==> src/rtl/servo_sweep_pwm.sv <==
// servo_sweep_pwm
//   Radar servo stage. Generates a framed servo PWM from a microsecond tick
//   and sweeps the commanded angle back and forth across 0..MAX_DEG. At each
//   settled angle it raises a measurement request and waits for the ranging
//   stage to acknowledge before stepping to the next angle.
//
// Ports
//   clk         in   system clock
//   reset       in   synchronous, active-low reset
//   tick_us     in   one-clk strobe per microsecond; all PWM timing counts it
//   enable      in   1 = sweep runs, 0 = hold current angle
//   meas_done   in   one-clk strobe: measurement for presented angle finished
//   pwm         out  servo control signal (registered)
//   angle       out  current commanded angle, degrees
//   angle_valid out  measurement request; angle is stable and settled
//   sweep_dir   out  0 = increasing, 1 = decreasing
module servo_sweep_pwm #(
  parameter int unsigned PERIOD_US     = 20000,
  parameter int unsigned MIN_PULSE_US  = 500,
  parameter int unsigned US_PER_DEG    = 11,
  parameter int unsigned STEP_DEG      = 10,
  parameter int unsigned MAX_DEG       = 180,
  parameter int unsigned SETTLE_FRAMES = 10
) (
  input  logic       clk,
  input  logic       reset,
  input  logic       tick_us,
  input  logic       enable,
  input  logic       meas_done,
  output logic       pwm,
  output logic [7:0] angle,
  output logic       angle_valid,
  output logic       sweep_dir
);

  localparam int unsigned SW = (SETTLE_FRAMES < 2) ? 1 : $clog2(SETTLE_FRAMES);

  typedef enum logic [1:0] {IDLE, SETTLE, REQ, STEP} state_e;

  state_e        state_q, state_d;
  logic [14:0]   frame_q, frame_d;
  logic [15:0]   pw_q, pw_d;
  logic [15:0]   pw_calc;
  logic          pwm_q;
  logic [SW-1:0] settle_q, settle_d;
  logic [7:0]    angle_q, angle_d;
  logic          dir_q, dir_d;
  logic          wrap;

  // Frame counter and pulse width; width only changes on the wrap tick so a
  // frame is never cut short or stretched mid-pulse.
  always_comb begin
    wrap    = tick_us && (frame_q == 15'(PERIOD_US - 1));
    frame_d = frame_q;
    if (tick_us) frame_d = wrap ? '0 : frame_q + 15'd1;
    pw_calc = 16'(MIN_PULSE_US) + 16'(angle_q) * 16'(US_PER_DEG);
    pw_d    = wrap ? pw_calc : pw_q;
  end

  // Sweep FSM. Disable overrides everything, including a same-cycle meas_done.
  always_comb begin
    state_d  = state_q;
    settle_d = settle_q;
    angle_d  = angle_q;
    dir_d    = dir_q;
    if (!enable) begin
      state_d = IDLE;
    end else begin
      case (state_q)
        IDLE: begin
          state_d  = SETTLE;
          settle_d = '0;
        end
        SETTLE: begin
          // settle_q counts completed wraps; the SETTLE_FRAMES-th wrap moves on.
          if (wrap) begin
            if (settle_q == SW'(SETTLE_FRAMES - 1)) state_d = REQ;
            else settle_d = settle_q + SW'(1);
          end
        end
        REQ: begin
          if (meas_done) state_d = STEP;
        end
        STEP: begin
          if (!dir_q) begin
            angle_d = angle_q + 8'(STEP_DEG);
            if (angle_d == 8'(MAX_DEG)) dir_d = 1'b1;
          end else begin
            angle_d = angle_q - 8'(STEP_DEG);
            if (angle_d == '0) dir_d = 1'b0;
          end
          state_d  = SETTLE;
          settle_d = '0;
        end
        default: state_d = IDLE;
      endcase
    end
  end

  always_ff @(posedge clk) begin
    if (!reset) begin
      state_q  <= IDLE;
      frame_q  <= '0;
      pw_q     <= 16'(MIN_PULSE_US);
      pwm_q    <= 1'b0;
      settle_q <= '0;
      angle_q  <= '0;
      dir_q    <= 1'b0;
    end else begin
      state_q  <= state_d;
      frame_q  <= frame_d;
      pw_q     <= pw_d;
      pwm_q    <= ({1'b0, frame_q} < pw_q);
      settle_q <= settle_d;
      angle_q  <= angle_d;
      dir_q    <= dir_d;
    end
  end

  assign pwm         = pwm_q;
  assign angle       = angle_q;
  assign angle_valid = (state_q == REQ);
  assign sweep_dir   = dir_q;

endmodule

==> config.mk <==
export PLATFORM = sky130hd
export DESIGN_NAME = servo_sweep_pwm
export DESIGN_NICKNAME = d
export VERILOG_FILES = /design/src/rtl/servo_sweep_pwm.sv
export SDC_FILE = /design/constraint.sdc
export NUM_CORES = 1
export LEC_CHECK = 0
export ABC_AREA = 0
export CORE_ASPECT_RATIO = 0.7
export CORE_MARGIN = 2
export CORE_UTILIZATION = 40
export DETAILED_ROUTE_END_ITERATION = 10
export SLEW_MARGIN = 5
export SYNTH_ARGS = -nofsm -noshare
export SYNTH_HDL_FRONTEND = slang
export SYNTH_SLANG_ARGS = --single-unit
==> constraint.sdc <==
create_clock -name clk -period 4.55 [get_ports clk]
set_input_delay 0.91 -clock clk [delete_from_list [all_inputs] [get_ports clk]]
set_output_delay 0.91 -clock clk [all_outputs]
set_load 0.1 [all_outputs]
## Word-level counts from Yosys, hierarchy flattened

Cells that the tools add are included.

| cells by class | value |
|---|---|
| eq/ne operators | 10 |
| order comparisons | 1 |
| div/mod/pow operators | 0 |
| bitwise logic cells | 0 |
| shifts and indexed selects | 0 |
| reduce and logical (&&, ||, !) cells | 9 |
| mux-type cells | 12 |
| $add $sub $neg | 5 |
| multiply operators | 1 |

Operators by type and width:

| operator | count |
|---|---|
| $lt A15 B16 Y1 | 1 |
| $add A15 B1 Y15 const B | 1 |
| $eq A15 B15 Y1 const B | 1 |
| $mux W15 | 1 |
| $add A9 B12 Y13 const A | 1 |
| $mul A8 B4 Y12 const B | 1 |
| $add A8 B4 Y8 const B | 1 |
| $eq A8 B8 Y1 const B | 1 |
| $logic_not A8 Y1 | 1 |
| $mux W4 | 2 |
| $mux W8 | 1 |
| $ne A2 B2 Y1 const B | 4 |
| $pmux W4 S2 | 1 |
| $sub A8 B4 Y8 const B | 1 |
| $mux W2 | 3 |
| $pmux W2 S3 | 1 |
| $add A4 B1 Y4 const B | 1 |
| $eq A2 B2 Y1 const B | 2 |
| $eq A4 B4 Y1 const B | 1 |
| $reduce_and A2 Y1 | 2 |
| $reduce_and A4 Y1 | 1 |
| $mux W1 | 3 |
| $reduce_and A3 Y1 | 1 |
| $eq A2 B1 Y1 const B | 1 |
| 4 further kinds | 4 |

| storage, ports and cells | value |
|---|---|
| bits in writable memories | 0 |
| bits in read-only memories | 0 |
| register bits after elaboration | 47 |
| logic and storage cells | 45 |
| memories kept | 0 |
| latch bits | 0 |

## Logic depth before layout (Yosys ltp)

Gate-level depths: netlist (run 1).

| depth | value |
|---|---|
| depth after elaboration | 4 |
| mapped depth | 11 |

## Least setup slack after synthesis (run 1)

OpenSTA, ideal clock, no wires.

| timing path | value |
|---|---|
| kind | reg-to-reg |
| from | reg angle_q[3] (netlist: angle[3]) |
| to | reg pw_q[10] |
| setup time | 96 ps |
| setup slack | 519 ps |
| cell stages (with the launch flop) | 12 |
| arrival | 3,936 ps |
| required time | 4,454 ps |
| cell sequence | dfxtp_1 > inv_1 > fa_1 > inv_1 > fa_1 > inv_1 > ha_1 > a21o_1 > a21oi_1 > a21oi_1 > or4_1 > o311ai_1 |

| between the ends | value |
|---|---|
| cells in the longest elaborated chain, start to end | 2 |

RTL lines:

| item | RTL line | RTL |
|---|---|---|
| start, declared | 46 | `logic [7:0] angle_q, angle_d;` |
| start signal, assigned | 115 | `angle_q <= angle_d;` |
| $mul A8 B4 Y12 | 56 | `pw_calc = 16'(MIN_PULSE_US) + 16'(angle_q) * 16'(US_PER_DEG);` |
| $add A9 B12 Y13 | 56 |  |
| end signal, assigned | 104 | `pw_q <= 16'(MIN_PULSE_US);` |
| end signal, assigned | 112 | `pw_q <= pw_d;` |
| end, declared | 42 | `logic [15:0] pw_q, pw_d;` |

Every way passes these cells.
A chain may end at the register's enable or synchronous reset.

## Worst setup path after layout (run 1)

| timing path | value |
|---|---|
| from | reg angle_q[4] (netlist: angle[4]) |
| to | reg pw_q[9] |

Same word-level chain as after synthesis.

==> results of run 1 <==
[registers in the layout, indices dropped and copies added, names as in the netlist]
name / cells
frame_q: 15
settle_q: 4
pw_q: 12
state_q: 2
sweep_dir: 1
angle: 7
pwm: 1
[logic make-up (layout without fill, tap and decap cells)]
logic type	Yosys count	after routing	synth area share [%]
XOR/XNOR	29	29	8.00
AO/OA/AOI/OAI	73	73	14.7
adder cells (fa/ha/maj)	56	56	24.2
other	1	1	0.118
multiplexers	2	2	0.630
flip-flops	42	42	26.5
buffers and inverters	50	61	6.42
AND/OR/NAND/NOR	122	122	19.5
[through the flow]
stage / instances / hold WS, ps / util (%) / cell area, sq um
after floorplan: 375 / 432 / - / 3180
after detailed placement: 480 / 448 / 43.7 / 3400
after CTS: 487 / 459 / 45.5 / 3530
after global routing: 487 / 473 / 45.5 / 3530
after global placement: 480 / 444 / 43.7 / 3400
final: 487 / 458 / 45.5 / 3530
[metal layers]
layer / track usage (%) / vias up
li1: - / 1314
met1: 25.6 / 1194
met2: 23.2 / 39
met3: 2.86 / 5
met4: 2.38 / 0
met5: 0 / -
[final cells by class]
class                      count  area [sq um]  share of cell area, %
multi-input combinational    283          2130                   60.3
sequential                    42           841                   23.8
timing repair buffer          16           155                   4.39
inverter                      38           143                   4.04
clock buffer                   6           129                   3.65
tap                          101           126                   3.58
clock inverter                 1          7.51                  0.212
[power breakdown]
group	total, uW	internal (uW)	switching [uW]
Clock	344	201	144
Sequential	374	371	3.29
Combinational	49.2	16.2	32.9
[critical path: stages, from the launching register on]
cell and delay, ps:
dfxtp_1 690, inv_1 300, fa_1 520, fa_1 520, inv_1 40, ha_1 350, a211oi_1 260, nor2_1 110
o21ai_0 220, a2111oi_0 140, a311o_1 350
[final timing paths]
kind / cells after the start / endpoint / from / slack [ps]
hold / removal: 2 / pw_q[1] / pw_q[1] / 460
hold reg to reg: 2 / pw_q[1] / pw_q[1] / 460
setup reg to reg: 10 / pw_q[9] / angle[4] / 930
setup / recovery: 10 / pw_q[9] / angle[4] / 930
[cell usage after synthesis, types with 2 or more instances]
cell	n
fa_1	9
o2111ai_1	2
nand3_1	14
or2_2	2
a21o_1	7
xnor2_1	15
nand3b_1	3
clkbuf_1	8
nand2b_1	7
ha_1	47
or3_1	8
a21oi_1	25
nor4_1	5
nor3_1	2
nand2_1	32
o21a_1	2
dfxtp_1	42
or4_1	4
nor2_1	27
inv_1	37
nand4_1	7
o211ai_1	9
xor2_1	14
o21ai_0	12
and2_1	3
buf_4	2
mux2i_1	2
a2111oi_0	2
a211oi_1	4
==> impl_metrics.toml, run 1 <==
[outcome]
status = "completed"

[final_layout]
nets = 447
antenna_cells = 0
area_growth_syn_to_layout_pct = 11.2
final_common_cell = "ha_1"
final_cell_mix = "ha_1 (47), dfxtp_1 (42), inv_1 (37), nand2_1 (32), nor2_1 (27)"
drive_gt1_share_pct = 2.85
filler_cell_count = 755

[placed_design]
gp_routability_congestion = 0.861
io_buffers = 14
hpwl_mm = 5.23
pre_cts_slack_ps = 949

[worst_setup_path]
path_class = "register to register"
cp-end-kind = "register"
cp-start-kind = "register"
required_ps = 4710
crit_fanout = 14
crit_arrival_ps = 3790

[power]
ir_drop_mv = 0.149
total_power_uw = 767
p_leak_uw = 0.00154
p_per_area_mw_per_mm2 = 217

[grt]
grt_pass1_vias = 2365
grt_antenna_before_repair = 0
grt_pass1_wl_mm = 11.7
grt.overflow.total = 0
grt_max_degree = 21
grt_usage_pct = 16.3

[timing]
post-route-period-util_pct = 79.7
hold_violations = 0
slew_headroom_pct = 34.9
rsz0062_at_grt = "false"
clock.fmax_ghz = 0.276
setup_slack_ps = 926
setup_violations = 0
period_needed_ps = 3620
worst_pin_slew_ps = 973
skew_ps = 9.45
setup_tns_ps = 0
drv_slew = 0

[synthesis]
synthTopCellsByArea = "dfxtp_1 (26%), ha_1 (19%), fa_1 (5.7%)"
synth_cell_type_count = 51
synth_ff_type = "dfxtp_1"
yosys.area.top_type = "dfxtp_1"
async_flop_share_pct = 0
syn_nets = 436
yosysWarnings = 0
yosysSeqAreaShare_pct = 26.5
synth_top_area_share_pct = 26.5
syn_avg_cell_area_sq_um = 8.47
synthCells = 375
synth_edf_count = 0
synth-seq-cells = 42
syn_area_sq_mm = 0.00318

[floorplanning]
core_area_sq_mm = 0.00777
die_h_um = 78.6
dieArea_sq_mm = 0.00868
start_util_pct = 40.9
io_pins = 16
rows = 27
die_w_um = 111

[route]
wl_met2_mm = 2.68
firstDrtPassIters = 4
first_iter_violations = 229
via_per_inst = 5.24
postRouteWirelength_mm = 6.81
highest-signal-layer = "met4"
drc_errors = 0
wire_per_inst_um = 14.0
num_vias = 2552
dr_wl_met3_um = 207
postRouteAntennaNets = 0
met1_length_mm = 3.90

[cts]
clk_pin_slew_ps = 70
holdBufCountCts = 0
clk_latency_ps = 280
cts_sinks = 42
postCtsSetupBuffers = 0
cts.repair.resized = 0
clk_path_buf_depth = 2
htree_levels = 2
cts_tree = "done"
root_buffer = "clkbuf_16"
numCtsBuffers = 5

[run]
drv_cap = 0

[worst_hold_path]
hp-class = "register to register"
Note: power is estimated with default switching activity, not from simulation.
==> run 2, diff against run 1 <==
- clock period: 4.55 -> 3.7 ns (I/O delays scaled with it)
==> run 2 against run 1 <==
Routed wire length up 1.5%. Power up 32%. Fmax up 11%. Clock-buffer cell count up 2. Critical endpoint unchanged. Largest power group is now clock. Utilization up 0.55 points. Sequential cell count unchanged. Global-route usage up 0.61 points.
==> impl_metrics.toml, run 2 (synthesis results as in run 1) <==
[outcome]
status = "completed"

[worst_setup_path]
critical_path_buf_inv_count = 2
path_class = "register to register"
cpPeakStageDelay_ps = 520
worst_r2r_path_depth = 10
cpLargestDelayFamily = "adder cells"
cp-end-kind = "register"
crit_fanout = 14
crit_arrival_ps = 3440
cp-startpoint = "angle[4]"
cp-start-kind = "register"
crit_chain = "inv_1, fa_1, fa_1, inv_1, ha_1, a211oi_1, nor2_1, o21ai_0, a2111oi_0, a311o_1"
r2r-end = "pw_q[9]"
r2r_start = "angle[4]"
slowest_stage = "dfxtp_2"
required_ps = 3880
endpoint = "pw_q[9]"
reg2reg_slack_ps = 430
cp.depth = 10

[grt]
grt_max_degree = 20
grt.overflow.total = 0
grt_antenna_before_repair = 0
grt_pass1_vias = 2365
grt_usage_pct = 16.9
grt_pass1_wl_mm = 11.8

[timing]
hold_violations = 0
setup_tns_ps = 0
clock.fmax_ghz = 0.306
drv_slew = 0
setup_violations = 0
period_needed_ps = 3270
worst_pin_slew_ps = 962
post-route-period-util_pct = 88.3
rsz0062_at_grt = "false"
skew_ps = 7.53
slew_headroom_pct = 35.6
setup_slack_ps = 431

[cts]
clk_pin_slew_ps = 70
cts.repair.resized = 0
root_buffer = "clkbuf_16"
postCtsSetupBuffers = 0
cts_tree = "done"
htree_levels = 2
numCtsBuffers = 5
cts_sinks = 42
clk_latency_ps = 290
holdBufCountCts = 0
clk_path_buf_depth = 2

[route]
firstDrtPassIters = 4
num_vias = 2558
via_per_inst = 5.21
first_iter_violations = 162
postRouteWirelength_mm = 6.91
postRouteAntennaNets = 0
drc_errors = 0
wire_per_inst_um = 14.1

[placed_design]
gp_routability_congestion = 0.843
io_buffers = 14
placedCellCount = 483
pre_cts_slack_ps = 450
hpwl_mm = 5.38

[final_layout]
nets = 450
stdcell_count = 491
antenna_cells = 0
area_growth_syn_to_layout_pct = 12.6
largest_reg_flops = 15
final_cell_mix = "ha_1 (47), dfxtp_1 (40), inv_1 (37), nand2_1 (32), nor2_1 (27)"
final_common_cell = "ha_1"
fin_util_pct = 46.0
regMostFlops = "frame_q"
drive_gt1_share_pct = 5.90

[power]
total_power_uw = 1010
p_leak_uw = 0.00159
ir_drop_mv = 0.235
p_per_area_mw_per_mm2 = 282

[floorplanning]
io_pins = 16
dieArea_sq_mm = 0.00868
core_area_sq_mm = 0.00777
rows = 27
die_w_um = 111
start_util_pct = 40.9
die_h_um = 78.6

[worst_hold_path]
hp-class = "register to register"

[run]
drv_cap = 0
run 2: report_power, final:
part	total [uW]	internal [uW]	switching [uW]
sequential	459	456	3.65
combinational	61.9	20.1	41.8
clock	488	306	183
run 2: worst min-delay path: stages (launching register included):
cell	delay, ps
dfxtp_1	310
nand2_1	50
a21oi_1	50
run 2: through the flow:
step	hold slack [ps]	instance area, sq um
final	455	3580
after global routing	489	3580
after CTS	456	3580
after detailed placement	448	3410
after global placement	443	3410
after floorplan	432	3180
run 2: how the worst min path moves through the flow:
stage                    to     from  slack [ps]  cells after the start
finish              pw_q[1]  pw_q[1]         450                      2
global route        pw_q[1]  pw_q[1]         490                      2
CTS                 pw_q[1]  pw_q[1]         460                      2
detailed placement  pw_q[1]  pw_q[1]         450                      2
global placement    pw_q[3]  pw_q[3]         440                      2
floorplan           pw_q[3]  pw_q[3]         430                      2
run 2: final cells by class:
class                   count  area, sq um
fillers                   785         4190
multi-input cells         283         2130
flip-flops and latches     42          843
clock buffers               8          166
repair buffers             19          165
inverters                  38          143
well taps                 101          126
run 2: per-layer routing:
| metal | track usage (%) | wire length (um) | vias up |
|---|---|---|---|
| met1 | 26.2 | 3890 | 1191 |
| met5 | 0 | 0 | - |
| met3 | 4.63 | 350 | 7 |
| met2 | 22.8 | 2620 | 40 |
| met4 | 3.38 | 51 | 0 |
| li1 | - | - | 1320 |
